File: config.mk
export PLATFORM = sky130hd
export DESIGN_NAME = vram_port_arbiter
export DESIGN_NICKNAME = d
export VERILOG_FILES = /design/src/rtl/vram_port_arbiter.sv
export SDC_FILE = /design/constraint.sdc
export NUM_CORES = 1
export LEC_CHECK = 0
export ABC_CLOCK_PERIOD_IN_PS = 5900
export CELL_PAD_IN_SITES_DETAIL_PLACEMENT = 1
export CELL_PAD_IN_SITES_GLOBAL_PLACEMENT = 2
export CORE_ASPECT_RATIO = 1.25
export CORE_MARGIN = 5
export CORE_UTILIZATION = 17
export DETAILED_ROUTE_END_ITERATION = 10
export HOLD_SLACK_MARGIN = 0.08
export PLACE_DENSITY_LB_ADDON = 0.1
export SLEW_MARGIN = 20
export SYNTH_ARGS = -nofsm -noshare
export SYNTH_HDL_FRONTEND = slang
export SYNTH_SLANG_ARGS = --single-unit
export TNS_END_PERCENT = 20
File: constraint.sdc
create_clock -name clk -period 5.9 [get_ports clk]
set_clock_uncertainty 0.2 [all_clocks]
set_input_delay 0.885 -clock clk [delete_from_list [all_inputs] [get_ports clk]]
set_output_delay 0.885 -clock clk [all_outputs]
set_load 0.1 [all_outputs]
File: src/rtl/vram_port_arbiter.sv
// Shares one single-port VRAM BRAM between pixel fetch (priority) and the bus slave.
// Defining VRAM_ARB_STATS_EN enables the stall_cnt wait-cycle statistic.
module vram_port_arbiter #(
    parameter int DEPTH      = 601,
    parameter int ADDR_W     = 10,
    parameter int RD_LAT     = 1,
    parameter int STARVE_LIM = 8
) (
    input  logic              clk,
    input  logic              reset,
    input  logic              pix_req,
    input  logic [ADDR_W-1:0] pix_addr,
    output logic              pix_gnt,
    output logic              pix_rvalid,
    output logic [31:0]       pix_rdata,
    input  logic              bus_req,
    input  logic              bus_we,
    input  logic [3:0]        bus_be,
    input  logic [ADDR_W-1:0] bus_addr,
    input  logic [31:0]       bus_wdata,
    output logic              bus_ack,
    output logic [31:0]       bus_rdata,
    output logic              bus_err,
    output logic [ADDR_W-1:0] bram_addr,
    output logic [3:0]        bram_we,
    output logic [31:0]       bram_wdata,
    input  logic [31:0]       bram_rdata,
    output logic [15:0]       stall_cnt
);

    localparam int WAIT_W = $clog2(STARVE_LIM + 1);
    localparam logic [31:0] DEPTH_U = 32'(DEPTH);
    localparam logic [WAIT_W-1:0] WAIT_MAX = WAIT_W'(STARVE_LIM);
    localparam logic [1:0] LAT_LOAD = 2'(RD_LAT - 1);

    typedef enum logic [1:0] {IDLE, RD_WAIT, ACK} state_t;

    state_t            state, state_nxt;
    logic [1:0]        lat_cnt, lat_cnt_nxt;
    logic [WAIT_W-1:0] wait_cnt;
    logic [RD_LAT-1:0] tok;
    logic [31:0]       rdata_q;
    logic              ack_q, ack_nxt;
    logic              err_q, err_nxt;
    logic              ack_d;
    logic              in_range, bus_idle, force_bus;
    logic              bus_issue, bus_wait, rd_done, clr_rdata;

    assign in_range = {{(32-ADDR_W){1'b0}}, bus_addr} < DEPTH_U;

    // A held bus_req is ignored for one cycle after its ack.
    assign bus_idle  = (state == IDLE) && !ack_d;
    assign force_bus = (wait_cnt == WAIT_MAX) && bus_req && bus_idle;
    assign rd_done   = (state == RD_WAIT) && (lat_cnt == 2'd0);

    always_comb begin
        pix_gnt    = 1'b0;
        bus_issue  = 1'b0;
        bram_addr  = '0;
        bram_we    = '0;
        bram_wdata = '0;
        if (force_bus) begin
            bus_issue = 1'b1;
        end else if (pix_req) begin
            pix_gnt   = 1'b1;
            bram_addr = pix_addr;
        end else if (bus_req && bus_idle) begin
            bus_issue = 1'b1;
        end
        if (bus_issue) begin
            bram_addr = bus_addr;
            if (bus_we && in_range) begin
                bram_we    = bus_be;
                bram_wdata = bus_wdata;
            end
        end
    end

    // Only cycles spent genuinely waiting for a slot count as waits.
    assign bus_wait = bus_req && bus_idle && !bus_issue;

    always_comb begin
        state_nxt   = state;
        lat_cnt_nxt = lat_cnt;
        ack_nxt     = 1'b0;
        err_nxt     = 1'b0;
        clr_rdata   = 1'b0;
        unique case (state)
            IDLE: begin
                if (bus_issue) begin
                    if (!in_range) begin
                        state_nxt = ACK;
                        ack_nxt   = 1'b1;
                        err_nxt   = 1'b1;
                        clr_rdata = !bus_we;
                    end else if (bus_we) begin
                        state_nxt = ACK;
                        ack_nxt   = 1'b1;
                    end else begin
                        state_nxt   = RD_WAIT;
                        lat_cnt_nxt = LAT_LOAD;
                        ack_nxt     = (LAT_LOAD == 2'd0);
                    end
                end
            end
            RD_WAIT: begin
                if (lat_cnt == 2'd0) begin
                    state_nxt = IDLE;
                end else begin
                    lat_cnt_nxt = lat_cnt - 2'd1;
                    ack_nxt     = (lat_cnt == 2'd1);
                end
            end
            ACK:     state_nxt = IDLE;
            default: state_nxt = IDLE;
        endcase
    end

    always_ff @(posedge clk) begin
        if (reset) begin
            state    <= IDLE;
            lat_cnt  <= '0;
            ack_q    <= 1'b0;
            err_q    <= 1'b0;
            ack_d    <= 1'b0;
            wait_cnt <= '0;
            rdata_q  <= '0;
            tok      <= '0;
        end else begin
            state   <= state_nxt;
            lat_cnt <= lat_cnt_nxt;
            ack_q   <= ack_nxt;
            err_q   <= err_nxt;
            ack_d   <= ack_q;
            if (bus_issue) begin
                wait_cnt <= '0;
            end else if (bus_wait && wait_cnt != WAIT_MAX) begin
                wait_cnt <= wait_cnt + 1'b1;
            end
            if (rd_done) begin
                rdata_q <= bram_rdata;
            end else if (clr_rdata) begin
                rdata_q <= '0;
            end
            tok[0] <= pix_gnt;
            for (int i = 1; i < RD_LAT; i++) begin
                tok[i] <= tok[i-1];
            end
        end
    end

    assign bus_ack    = ack_q;
    assign bus_err    = err_q;
    assign bus_rdata  = rd_done ? bram_rdata : rdata_q;
    assign pix_rvalid = tok[RD_LAT-1];
    assign pix_rdata  = pix_rvalid ? bram_rdata : 32'd0;

`ifdef VRAM_ARB_STATS_EN
    logic [15:0] stall_q;

    always_ff @(posedge clk) begin
        if (reset) begin
            stall_q <= '0;
        end else if ((bus_wait || (force_bus && pix_req)) && stall_q != 16'hFFFF) begin
            stall_q <= stall_q + 16'd1;
        end
    end

    assign stall_cnt = stall_q;
`else
    assign stall_cnt = 16'd0;
`endif

endmodule
==> results of run 1 <==
area by class of cell:
type,instances,area [um^2]
tap,208,260
clock inverter,3,46.3
fill,1765,10200
inverter,6,22.5
multi-input combinational,231,1560
sequential,44,881
clock buffer,5,125
timing repair buffer,208,1960
layer usage:
layer	share of wire	vias to the layer above	global-route usage
met1	0.37	1226	0.114
met5	0	-	0
met4	0.012	0	0.0329
met2	0.54	109	0.204
met3	0.072	7	0.0281
li1	-	1339	-
synth_stat cells (3+ instances only):
| library cell | n | area (um^2) |
|---|---|---|
| and2_1 | 69 | 432 |
| dfxtp_1 | 44 | 881 |
| nor2b_1 | 34 | 213 |
| mux2_2 | 32 | 360 |
| nand2_1 | 25 | 93.8 |
| buf_4 | 17 | 128 |
| o21ai_0 | 12 | 60.1 |
| a21oi_1 | 7 | 35.0 |
| buf_2 | 7 | 35.0 |
| clkbuf_1 | 6 | 22.5 |
| inv_1 | 6 | 22.5 |
| ha_1 | 4 | 50.1 |
| and3_1 | 3 | 18.8 |
| buf_6 | 3 | 33.8 |
| nand3_1 | 3 | 15.0 |
| nor2_1 | 3 | 11.3 |
logic make-up after synthesis:
group | Yosys count
other | 1
DFF | 44
AOI/OAI and AO/OA | 28
muxes | 32
and+or+nand+nor | 151
buffers and inverters | 39
adders and majority gates | 4
flip-flops by register name, indices dropped and copies added (netlist names):
signal / count
state: 2
rdata_q: 32
pix_rvalid: 1
bus_err: 1
lat_cnt: 2
ack_d: 1
wait_cnt: 4
bus_ack: 1
worst min-delay path by stage:
stage / end / slack, ns / depth (start not counted)
floorplan: lat_cnt[1]$_SDFFE_PP0P_ / 0.24 / 2
global placement: lat_cnt[1]$_SDFFE_PP0P_ / 0.26 / 2
detailed placement: lat_cnt[1]$_SDFFE_PP0P_ / 0.27 / 2
CTS: lat_cnt[1]$_SDFFE_PP0P_ / 0.28 / 2
global route: ack_d$_SDFF_PP0_ / 0.30 / 1
finish: lat_cnt[1]$_SDFFE_PP0P_ / 0.27 / 2
through the flow:
stage / worst slack (ns) / hold WS (ns) / cell area [um^2] / cells / power, mW
2_1_floorplan: 1.37 / 0.244 / 2680 / 314 / 0.627
3_3_place_gp: 1.13 / 0.260 / 4690 / 697 / 0.748
5_1_grt: 0.823 / 0.302 / 4860 / 705 / 1.11
6_report: 1.09 / 0.274 / 4860 / 705 / 1.06
3_5_place_dp: 1.06 / 0.266 / 4690 / 697 / 0.749
4_1_cts: 1.05 / 0.276 / 4860 / 705 / 1.09
worst reg2reg max path: stages (launching register included):
cell	delay [ns]
dfxtp_1	0.38
nor4b_4	0.42
o21ai_1	0.31
o31ai_4	0.28
buf_4	0.38
nor2b_1	0.11
power groups by stage:
stage          Sequential [mW]  Clock, mW  Combinational, mW
2_1_floorplan            0.319          0              0.308
3_3_place_gp             0.316          0              0.432
3_5_place_dp             0.316          0              0.433
4_1_cts                  0.309      0.344              0.434
5_1_grt                  0.310      0.354              0.446
6_report                 0.309      0.326              0.429
==> summary.md, run 1 <==
| Metric | Value |
|---|---|
| CTS Hold Buffers Added | `0` |
| Buf/Inv on CP | `2` |
| Synth Area in Simple Gates | `0.345` |
| Layout area overhead | `85.5%` |
| Initial antenna violation count | `0` |
| Grt total ovfl | `0` |
| YS warnings | `0` |
| Flip-flop and latch count after synthesis | `44` |
| CTS buffer count | `5` |
| XOR/XNOR Fraction of Synth Area | `0` |
| Pleak | `2.00 nW` |
| Detail Route Antenna Nets | `0` |
| Clk network pwr share | `0.307` |
| WL final | `10200 um` |
| Core area | `15100 um^2` |
| Die height | `149 um` |
| Via density | `3.80` |
| GRT Resource Usage Total | `0.107` |
| Synth Cell Area | `2620 um^2` |
| Drt first pass iters | `3` |
| Compound-Gate Fraction of Synth Area | `0.0683` |
| Comb power frac | `0.403` |
| R2r setup slk | `3.69 ns` |
| CP endpoint kind | `output port` |
| Worst R2R Path Depth | `5` |
| # nets final | `593` |
| Number of synthesized flops with an enable pin | `0` |
| Clock latency on the worst-skew pair | `0.29 ns` |
| Internal power | `0.625 mW` |
| Fin util | `0.322` |
| Number of library cell types mapped by synthesis | `36` |
| Root buf cell | `clkbuf_16` |
| Placer Congestion | `0.711` |
| Syn avg cell area | `8.76 um^2` |
| Worst setup path class | `in2out` |
| Reg2reg start | `state[1]$_SDFFE_PP0P_` |
| RSZ-0062 raised after global routing | `false` |
| Crit path required time | `4.82 ns` |
| Top_reg_cell synth | `dfxtp_1` |
| Final worst path period share | `0.815` |
| Max Cap Violations | `0` |
| # diodes | `0` |
| Tightest Pin Transition | `1.02 ns` |
| Worst-path fanout max | `36` |
| Width of the die | `121 um` |
| CTS H-tree depth | `2` |
| Worst path depth | `6` |
| Switch share | `0.413` |
| Ports | `223` |
| Most frequent cells in the layout | `160 x clkdlybuf4s50_1, 69 x and2_1, 48 x buf_4` |
| CTS tree | `yes` |
| Post-detailed-route wirelength per cell | `14.4 um` |
| Post-synthesis mux area share | `0.138` |
| Mapped Cells | `299` |
| R2r endpoint | `rdata_q[1]$_SDFFE_PP0P_` |
| Largest stage delay, worst path | `0.87 ns` |
| Critical path cell sequence | `clkdlybuf4s50_1, or4b_4, a21oi_4, and3_1, and2_1, buf_4` |
| Crit path to | `bram_wdata[17]` |
| Final Setup Violations | `0` |
| DIE AREA | `18000 um^2` |
| Sequential Power Share | `0.290` |
| CP startpoint kind | `input pin` |
| Post-Synth Adder-Cell Area | `0.0191` |
| Hold_sp | `lat_cnt[1]$_SDFFE_PP0P_` |
| Seq/Total Area, Yosys | `0.336` |
| # rows | `50` |
| Port Buf Inserts | `206` |
| Post-CTS resize count | `0` |
| Slew HR | `0.317` |
| Pin count of the biggest net entering global routing | `37` |
| Setup TNS Final | `0 ns` |
| Initial core utilization | `0.174` |
| Pins Over Slew Limit | `0` |
| Clk pin slew, worst setup/hold paths | `0.07 ns` |
| Sw power | `0.440 mW` |
| CP startpoint | `bus_req` |
| CP delay by family, top | `simple AND/OR/NAND/NOR gates` |
| DR vias | `2681` |
| Status | `finished, final reports clean` |
| First-pass GRT wire length | `15400 um` |
| Starting DRT DRC Count | `62` |
| VDD IR max | `0.101 mV` |
| Hold Path Class | `reg2reg` |
| Asr flop ratio synth | `0` |
| Max clock buf depth | `2` |
| Drt drc | `0` |
| Sink Count | `44` |
| CP max-delay cell | `and3_1` |
| Fmax | `208 MHz` |
| HPWL after detailed placement | `8260 um` |
| Largest family of logic cells by synthesized area | `simple AND/OR/NAND/NOR gates` |
| Hold Fails Final Rpt | `0` |
| Critical path arrival | `3.73 ns` |
| Layout cell share with drive strength beyond 1 | `0.187` |
| Pwr per Cell Area | `219 nW/um^2` |
| Number of global-route vias before repair | `2797` |
| Commonest non-fill, non-tap cell in the layout | `clkdlybuf4s50_1` |
| Postcts setup bufs | `0` |
| Final worst path period need | `4.81 ns` |
No activity file was read; power rests on OpenSTA's default activity.
==> inputs of run 2 (changes only) <==
--- a/config.mk
+++ b/config.mk
@@ -5,12 +5,12 @@
 export SDC_FILE = /design/constraint.sdc
 export NUM_CORES = 1
 export LEC_CHECK = 0
-export ABC_CLOCK_PERIOD_IN_PS = 5900
+export ABC_CLOCK_PERIOD_IN_PS = 4500
 export CELL_PAD_IN_SITES_DETAIL_PLACEMENT = 1
 export CELL_PAD_IN_SITES_GLOBAL_PLACEMENT = 2
 export CORE_ASPECT_RATIO = 1.25
 export CORE_MARGIN = 5
-export CORE_UTILIZATION = 17
+export CORE_UTILIZATION = 16
 export DETAILED_ROUTE_END_ITERATION = 10
 export HOLD_SLACK_MARGIN = 0.08
 export PLACE_DENSITY_LB_ADDON = 0.1
==> constraint.sdc (replaced) <==
create_clock -name clk -period 4.5 [get_ports clk]
set_clock_uncertainty 0.2 [all_clocks]
set_input_delay 0.675 -clock clk [delete_from_list [all_inputs] [get_ports clk]]
set_output_delay 0.675 -clock clk [all_outputs]
set_load 0.1 [all_outputs]
==> summary.md, run 2 (same netlist as run 1, synthesis figures left out) <==
| Metric | Value |
|---|---|
| Root buf cell | `clkbuf_16 (unchanged)` |
| Sequential Power Share | `0.289 (was 0.290)` |
| Dpl cell area | `5010 um^2 (was 4690 um^2)` |
| First-pass GRT wire length | `17000 um (was 15400 um)` |
| Max Cap Violations | `0 (unchanged)` |
| # nets final | `597 (was 593)` |
| R2r setup slk | `2.33 ns (was 3.69 ns)` |
| Initial antenna violation count | `0 (unchanged)` |
| Final Setup Violations | `0 (unchanged)` |
| Met3 Use GR | `0.0258 (was 0.0281)` |
| Hold Path Sink | `lat_cnt[1]$_SDFFE_PP0P_ (unchanged)` |
| Sink Count | `44 (unchanged)` |
| WL final | `10900 um (was 10200 um)` |
| Reg with most FFs | `rdata_q (unchanged)` |
| DIE AREA | `19000 um^2 (was 18000 um^2)` |
| Max FFs per register | `32 (unchanged)` |
| Slew HR | `0.323 (was 0.317)` |
| CTS tree | `yes (unchanged)` |
| Drt first pass iters | `2 (was 3)` |
| Clock latency on the worst-skew pair | `0.28 ns (was 0.29 ns)` |
| Die height | `153 um (was 149 um)` |
| Worst setup path class | `in2out (unchanged)` |
| Met2 Use GR | `0.211 (was 0.204)` |
| Pins Over Slew Limit | `0 (unchanged)` |
| Drt drc | `0 (unchanged)` |
| CTS H-tree depth | `2 (unchanged)` |
| Tightest Pin Transition | `1.01 ns (was 1.02 ns)` |
| Buf/Inv on CP | `3 (was 2)` |
| Top flop regs | `rdata_q x32, wait_cnt x4 (unchanged)` |
| Busiest grt layer | `met2 (unchanged)` |
| Number of global-route vias before repair | `2958 (was 2797)` |
| Critical path arrival | `2.75 ns (was 3.73 ns)` |
| GRT Resource Usage Total | `0.111 (was 0.107)` |
| Port Buf Inserts | `206 (unchanged)` |
| Placer Congestion | `0.743 (was 0.711)` |
| Core area | `16100 um^2 (was 15100 um^2)` |
| DR vias | `2762 (was 2681)` |
| CP endpoint kind | `output port (unchanged)` |
| Largest stage delay, worst path | `0.42 ns (was 0.87 ns)` |
| Grt total ovfl | `0 (unchanged)` |
| Worst R2R Path Depth | `5 (unchanged)` |
| VDD IR max | `0.111 mV (was 0.101 mV)` |
| Post-detailed-route wirelength per cell | `15.3 um (was 14.4 um)` |
| Fmax | `276 MHz` |
| Width of the die | `124 um (was 121 um)` |
| Internal power | `0.822 mW (was 0.625 mW)` |
| Pin count of the biggest net entering global routing | `37 (unchanged)` |
| Final worst path period need | `3.62 ns` |
| Starting DRT DRC Count | `62 (unchanged)` |
| Layout cell share with drive strength beyond 1 | `0.321 (was 0.187)` |
| Initial core utilization | `0.162 (was 0.174)` |
| Sw power | `0.566 mW (was 0.440 mW)` |
| Most frequent cells in the layout | `95 x clkdlybuf4s50_1, 81 x buf_4, 69 x and2_1 (was 160 x clkdlybuf4s50_1, 69 x and2_1, 48 x buf_4)` |
| Hold Fails Final Rpt | `0 (unchanged)` |
| Detail Route Antenna Nets | `0 (unchanged)` |
| Hold_sp | `lat_cnt[1]$_SDFFE_PP0P_ (unchanged)` |
| # rows | `52 (was 50)` |
| CP max-delay cell | `clkdlybuf4s50_1 (was and3_1)` |
| Ports | `223 (unchanged)` |
| Critical path cell sequence | `clkdlybuf4s50_1, or3_1, a22oi_1, and3_1, buf_4, and2_1, buf_12 (was clkdlybuf4s50_1, or4b_4, a21oi_4, and3_1, and2_1, buf_4)` |
| Hold depth | `2 (unchanged)` |
| Hold Path Class | `reg2reg (unchanged)` |
| Worst-path fanout max | `36 (unchanged)` |
| Setup TNS Final | `0 ns (unchanged)` |
| Commonest non-fill, non-tap cell in the layout | `clkdlybuf4s50_1 (unchanged)` |
| Clk network pwr share | `0.291 (was 0.307)` |
| CTS Hold Buffers Added | `0 (unchanged)` |
| CP startpoint kind | `input pin (unchanged)` |
| Reg2reg start | `state[1]$_SDFFE_PP0P_ (unchanged)` |
| Status | `finished, final reports clean (unchanged)` |
| Switch share | `0.408 (was 0.413)` |
| Crit path required time | `3.62 ns (was 4.82 ns)` |
| R2r endpoint | `rdata_q[29]$_SDFFE_PP0P_ (was rdata_q[1]$_SDFFE_PP0P_)` |
| Fin util | `0.320 (was 0.322)` |
| RSZ-0062 raised after global routing | `false (unchanged)` |
| Clk pin slew, worst setup/hold paths | `0.06 ns (was 0.07 ns)` |
| # diodes | `0 (unchanged)` |
| Via density | `3.86 (was 3.80)` |
| CTS buffer count | `5 (unchanged)` |
| Final instance area | `5170 um^2 (was 4860 um^2)` |
| Post-CTS resize count | `0 (unchanged)` |
| Comb power frac | `0.420 (was 0.403)` |
| Pwr per Cell Area | `268 nW/um^2 (was 219 nW/um^2)` |
| Postcts setup bufs | `0 (unchanged)` |
| M1 GR Usage | `0.120 (was 0.114)` |
| Max clock buf depth | `2 (unchanged)` |
| HPWL after detailed placement | `8920 um (was 8260 um)` |
| CP delay by family, top | `buffers and inverters (was simple AND/OR/NAND/NOR gates)` |
| Pleak | `2.24 nW (was 2.00 nW)` |
| Final worst path period share | `0.805` |
| Layout area overhead | `97.4% (was 85.5%)` |
[run 2: cell count changes in the layout (fill, tap and decap cells not counted), sizes merged]
cell and delta:
clkdlybuf4s50 -65, inv -1, clkinvlp -1, buf +69
[run 2: final cells by class]
| cell class | instances | area (um^2) |
|---|---|---|
| clock buffer | 5 | 125 |
| clock inverter | 1 | 30.0 |
| fill | 1903 | 11000 |
| inverter | 6 | 22.5 |
| multi-input combinational | 231 | 1560 |
| sequential | 44 | 881 |
| tap | 216 | 270 |
| timing repair buffer | 212 | 2280 |
[run 2: power groups by stage]
stage / clock network, mW / logic (mW) / registers (mW)
final: 0.404 / 0.583 / 0.401
after global routing: 0.443 / 0.606 / 0.402
after CTS: 0.426 / 0.589 / 0.401
after detailed placement: 0 / 0.588 / 0.410
after global placement: 0 / 0.587 / 0.410
after floorplan: 0 / 0.404 / 0.418
[run 2: metrics by stage]
step | setup slack (ns) | std cells | hold slack, ns | power [mW]
finish | 0.877 | 715 | 0.275 | 1.39
global route | 0.725 | 715 | 0.294 | 1.45
CTS | 0.840 | 715 | 0.277 | 1.42
detailed placement | 0.842 | 709 | 0.268 | 0.998
global placement | 0.846 | 709 | 0.263 | 0.997
floorplan | 0.387 | 314 | 0.244 | 0.822
[run 2: per-layer routing]
layer	vias to the layer above	wire, um
li1	1350	-
met1	1292	4170
met2	111	5970
met3	9	556
met4	0	218
met5	-	0
[run 2: how the worst max path moves through the flow]
stage           startpoint             end  slack, ns  depth (start not counted)
4_1_cts        bus_addr[2]   bram_wdata[6]       0.84                          7
3_3_place_gp   bus_addr[2]      bram_we[0]       0.85                          7
6_report       bus_addr[2]   bram_wdata[0]       0.88                          7
3_5_place_dp   bus_addr[2]  bram_wdata[31]       0.84                          7
5_1_grt        bus_addr[2]  bram_wdata[31]       0.72                          7
2_1_floorplan      bus_req    bram_addr[1]       0.39                          4
[run 2: tightest hold or removal path, stage by stage, from the launching register on]
cell,delay [ns]
dfxtp_1,0.31
nand3_1,0.06
a21oi_1,0.05
==> inputs of run 3 (changes only) <==
--- a/config.mk
+++ b/config.mk
@@ -5,12 +5,12 @@
 export SDC_FILE = /design/constraint.sdc
 export NUM_CORES = 1
 export LEC_CHECK = 0
-export ABC_CLOCK_PERIOD_IN_PS = 4500
+export ABC_CLOCK_PERIOD_IN_PS = 3300
 export CELL_PAD_IN_SITES_DETAIL_PLACEMENT = 1
 export CELL_PAD_IN_SITES_GLOBAL_PLACEMENT = 2
 export CORE_ASPECT_RATIO = 1.25
 export CORE_MARGIN = 5
-export CORE_UTILIZATION = 16
+export CORE_UTILIZATION = 14
 export DETAILED_ROUTE_END_ITERATION = 10
 export HOLD_SLACK_MARGIN = 0.08
 export PLACE_DENSITY_LB_ADDON = 0.1
==> constraint.sdc (replaced) <==
create_clock -name clk -period 3.3 [get_ports clk]
set_clock_uncertainty 0.2 [all_clocks]
set_input_delay 0.495 -clock clk [delete_from_list [all_inputs] [get_ports clk]]
set_output_delay 0.495 -clock clk [all_outputs]
set_load 0.1 [all_outputs]
==> summary.md, run 3 (same netlist as run 1, synthesis figures left out) <==
| Metric | Value |
|---|---|
| Initial core utilization | `0.141 (was 0.162)` |
| Starting DRT DRC Count | `79 (was 62)` |
| Switch share | `0.398 (was 0.408)` |
| Critical path cell sequence | `clkdlybuf4s50_1, or4b_4, a21oi_4, and3_1, buf_12, and2_1, buf_12 (was clkdlybuf4s50_1, or3_1, a22oi_1, and3_1, buf_4, and2_1, buf_12)` |
| WL final | `12100 um (was 10900 um)` |
| Crit path required time | `2.60 ns (was 3.62 ns)` |
| Internal power | `1.21 mW (was 0.822 mW)` |
| Sw power | `0.805 mW (was 0.566 mW)` |
| Number of global-route vias before repair | `2841 (was 2958)` |
| Tightest Pin Transition | `0.941 ns (was 1.01 ns)` |
| Pleak | `2.39 nW (was 2.24 nW)` |
| Pin count of the biggest net entering global routing | `37 (unchanged)` |
| Max clock buf depth | `2 (unchanged)` |
| Tot Pwr | `2.02 mW (was 1.39 mW)` |
| Initial antenna violation count | `0 (unchanged)` |
| Final worst path period need | `3.12 ns` |
| Clk network pwr share | `0.295 (was 0.291)` |
| Clock latency on the worst-skew pair | `0.29 ns (was 0.28 ns)` |
| GRT Resource Usage Total | `0.109 (was 0.111)` |
| CTS tree | `yes (unchanged)` |
| Placed insts | `726 (was 709)` |
| Sequential Power Share | `0.274 (was 0.289)` |
| CTS H-tree depth | `2 (unchanged)` |
| Placer Congestion | `0.691 (was 0.743)` |
| Grt total ovfl | `0 (unchanged)` |
| Root buf cell | `clkbuf_16 (unchanged)` |
| Ports | `223 (unchanged)` |
| Post-detailed-route wirelength per cell | `16.5 um (was 15.3 um)` |
| Slew HR | `0.372 (was 0.323)` |
| Clk pin slew, worst setup/hold paths | `0.06 ns (about the same)` |
| CP startpoint kind | `input pin (unchanged)` |
| Final Setup Violations | `0 (unchanged)` |
| Detail Route Antenna Nets | `0 (unchanged)` |
| Max Cap Violations | `0 (unchanged)` |
| Post-route non-filler standard cell count | `734 (was 715)` |
| HPWL after detailed placement | `10300 um (was 8920 um)` |
| Commonest non-fill, non-tap cell in the layout | `clkdlybuf4s50_1 (unchanged)` |
| CP endpoint kind | `output port (unchanged)` |
| Width of the die | `132 um (was 124 um)` |
| Postcts setup bufs | `0 (unchanged)` |
| DIE AREA | `21600 um^2 (was 19000 um^2)` |
| Core area | `18600 um^2 (was 16100 um^2)` |
| # rows | `56 (was 52)` |
| Most frequent cells in the layout | `92 x clkdlybuf4s50_1, 80 x buf_12, 69 x and2_1 (was 95 x clkdlybuf4s50_1, 81 x buf_4, 69 x and2_1)` |
| VDD IR max | `0.247 mV (was 0.111 mV)` |
| Comb power frac | `0.432 (was 0.420)` |
| Pins Over Slew Limit | `0 (unchanged)` |
| Reg with most FFs | `rdata_q (unchanged)` |
| Layout cell share with drive strength beyond 1 | `0.331 (was 0.321)` |
| # nets final | `598 (was 597)` |
| Fmax | `320 MHz` |
| CP max-delay cell | `or4b_4 (was clkdlybuf4s50_1)` |
| Drt first pass iters | `4 (was 2)` |
| Worst-path fanout max | `36 (unchanged)` |
| First-pass GRT wire length | `18300 um (was 17000 um)` |
| Port Buf Inserts | `206 (unchanged)` |
| Layout area overhead | `120% (was 97.4%)` |
| DR vias | `2755 (was 2762)` |
| # diodes | `0 (unchanged)` |
| Top flop regs | `rdata_q x32, wait_cnt x4 (unchanged)` |
| Worst setup path class | `in2out (unchanged)` |
| Max FFs per register | `32 (unchanged)` |
| Hold Path Class | `reg2reg (unchanged)` |
| Hold Fails Final Rpt | `0 (unchanged)` |
| RSZ-0062 raised after global routing | `false (unchanged)` |
| CP most frequent cell | `buf_12` |
| Drt drc | `0 (unchanged)` |
| Die height | `163 um (was 153 um)` |
| Post-CTS resize count | `0 (unchanged)` |
| Sink Count | `44 (unchanged)` |
| Pwr per Cell Area | `350 nW/um^2 (was 268 nW/um^2)` |
| Via density | `3.75 (was 3.86)` |
| Status | `finished, final reports clean (unchanged)` |
| Final worst path period share | `0.947` |
| Critical path arrival | `2.43 ns (was 2.75 ns)` |
| Largest stage delay, worst path | `0.51 ns (was 0.42 ns)` |
| CTS Hold Buffers Added | `0 (unchanged)` |
| CTS buffer count | `5 (unchanged)` |
==> run 3: cell types whose count changed in the layout (fill, tap and decap cells not counted) <==
cell / previous run / this run
clkbuf_8: 0 / 1
buf_12: 36 / 80
buf_4: 81 / 41
clkdlybuf4s50_1: 95 / 92
clkinv_4: 0 / 1
==> run 3: area by class of cell <==
class,count,area (um^2)
Timing Repair Buffer,213,2830
Sequential cell,44,881
Clock inverter,2,38.8
Fill cell,2086,12800
Clock buffer,6,139
Multi-Input combinational cell,231,1560
Inverter,6,22.5
Tap cell,232,290
==> run 3: through the flow <==
stage	util	instance area, um^2	worst slack (ns)	hold slack (ns)	setup TNS [ns]
after floorplan	-	2680	-0.584	0.244	-5.48
after global routing	0.310	5760	0.0721	0.311	0
final	0.310	5760	0.176	0.263	0
after detailed placement	0.301	5590	0.156	0.263	0
after global placement	0.301	5590	0.144	0.256	0
after CTS	0.310	5760	0.144	0.271	0
==> run 3: critical path: cells and delay by family <==
family | cells | cell delay (ns)
buf+inv | 3 | 0.85
compound gates | 1 | 0.16
simple gates | 3 | 0.93
==> run 3: final timing paths <==
path                                 from                       to  slack [ns]  cells past startpoint
setup / recovery                  bus_req           bram_wdata[25]        0.18                      7
hold / removal    lat_cnt[1]$_SDFFE_PP0P_  lat_cnt[1]$_SDFFE_PP0P_        0.26                      2
setup reg to reg    state[1]$_SDFFE_PP0P_  rdata_q[6]$_SDFFE_PP0P_        1.10                      5
hold reg to reg   lat_cnt[1]$_SDFFE_PP0P_  lat_cnt[1]$_SDFFE_PP0P_        0.26                      2
==> run 3: routing by layer <==
metal  vias up  track usage  wire length [um]
met1      1289        0.119              4560
met2       105        0.213              6750
li1       1355            -                 -
met5         -            0                 0
met3         6       0.0278               719
met4         0       0.0167                77
==> run 3: power by group through the flow <==
stage | sequential (mW) | clock, mW | combinational (mW)
floorplan | 0.570 | 0 | 0.551
global placement | 0.565 | 0 | 0.879
detailed placement | 0.566 | 0 | 0.881
CTS | 0.553 | 0.630 | 0.883
global route | 0.554 | 0.654 | 0.904
finish | 0.553 | 0.595 | 0.872
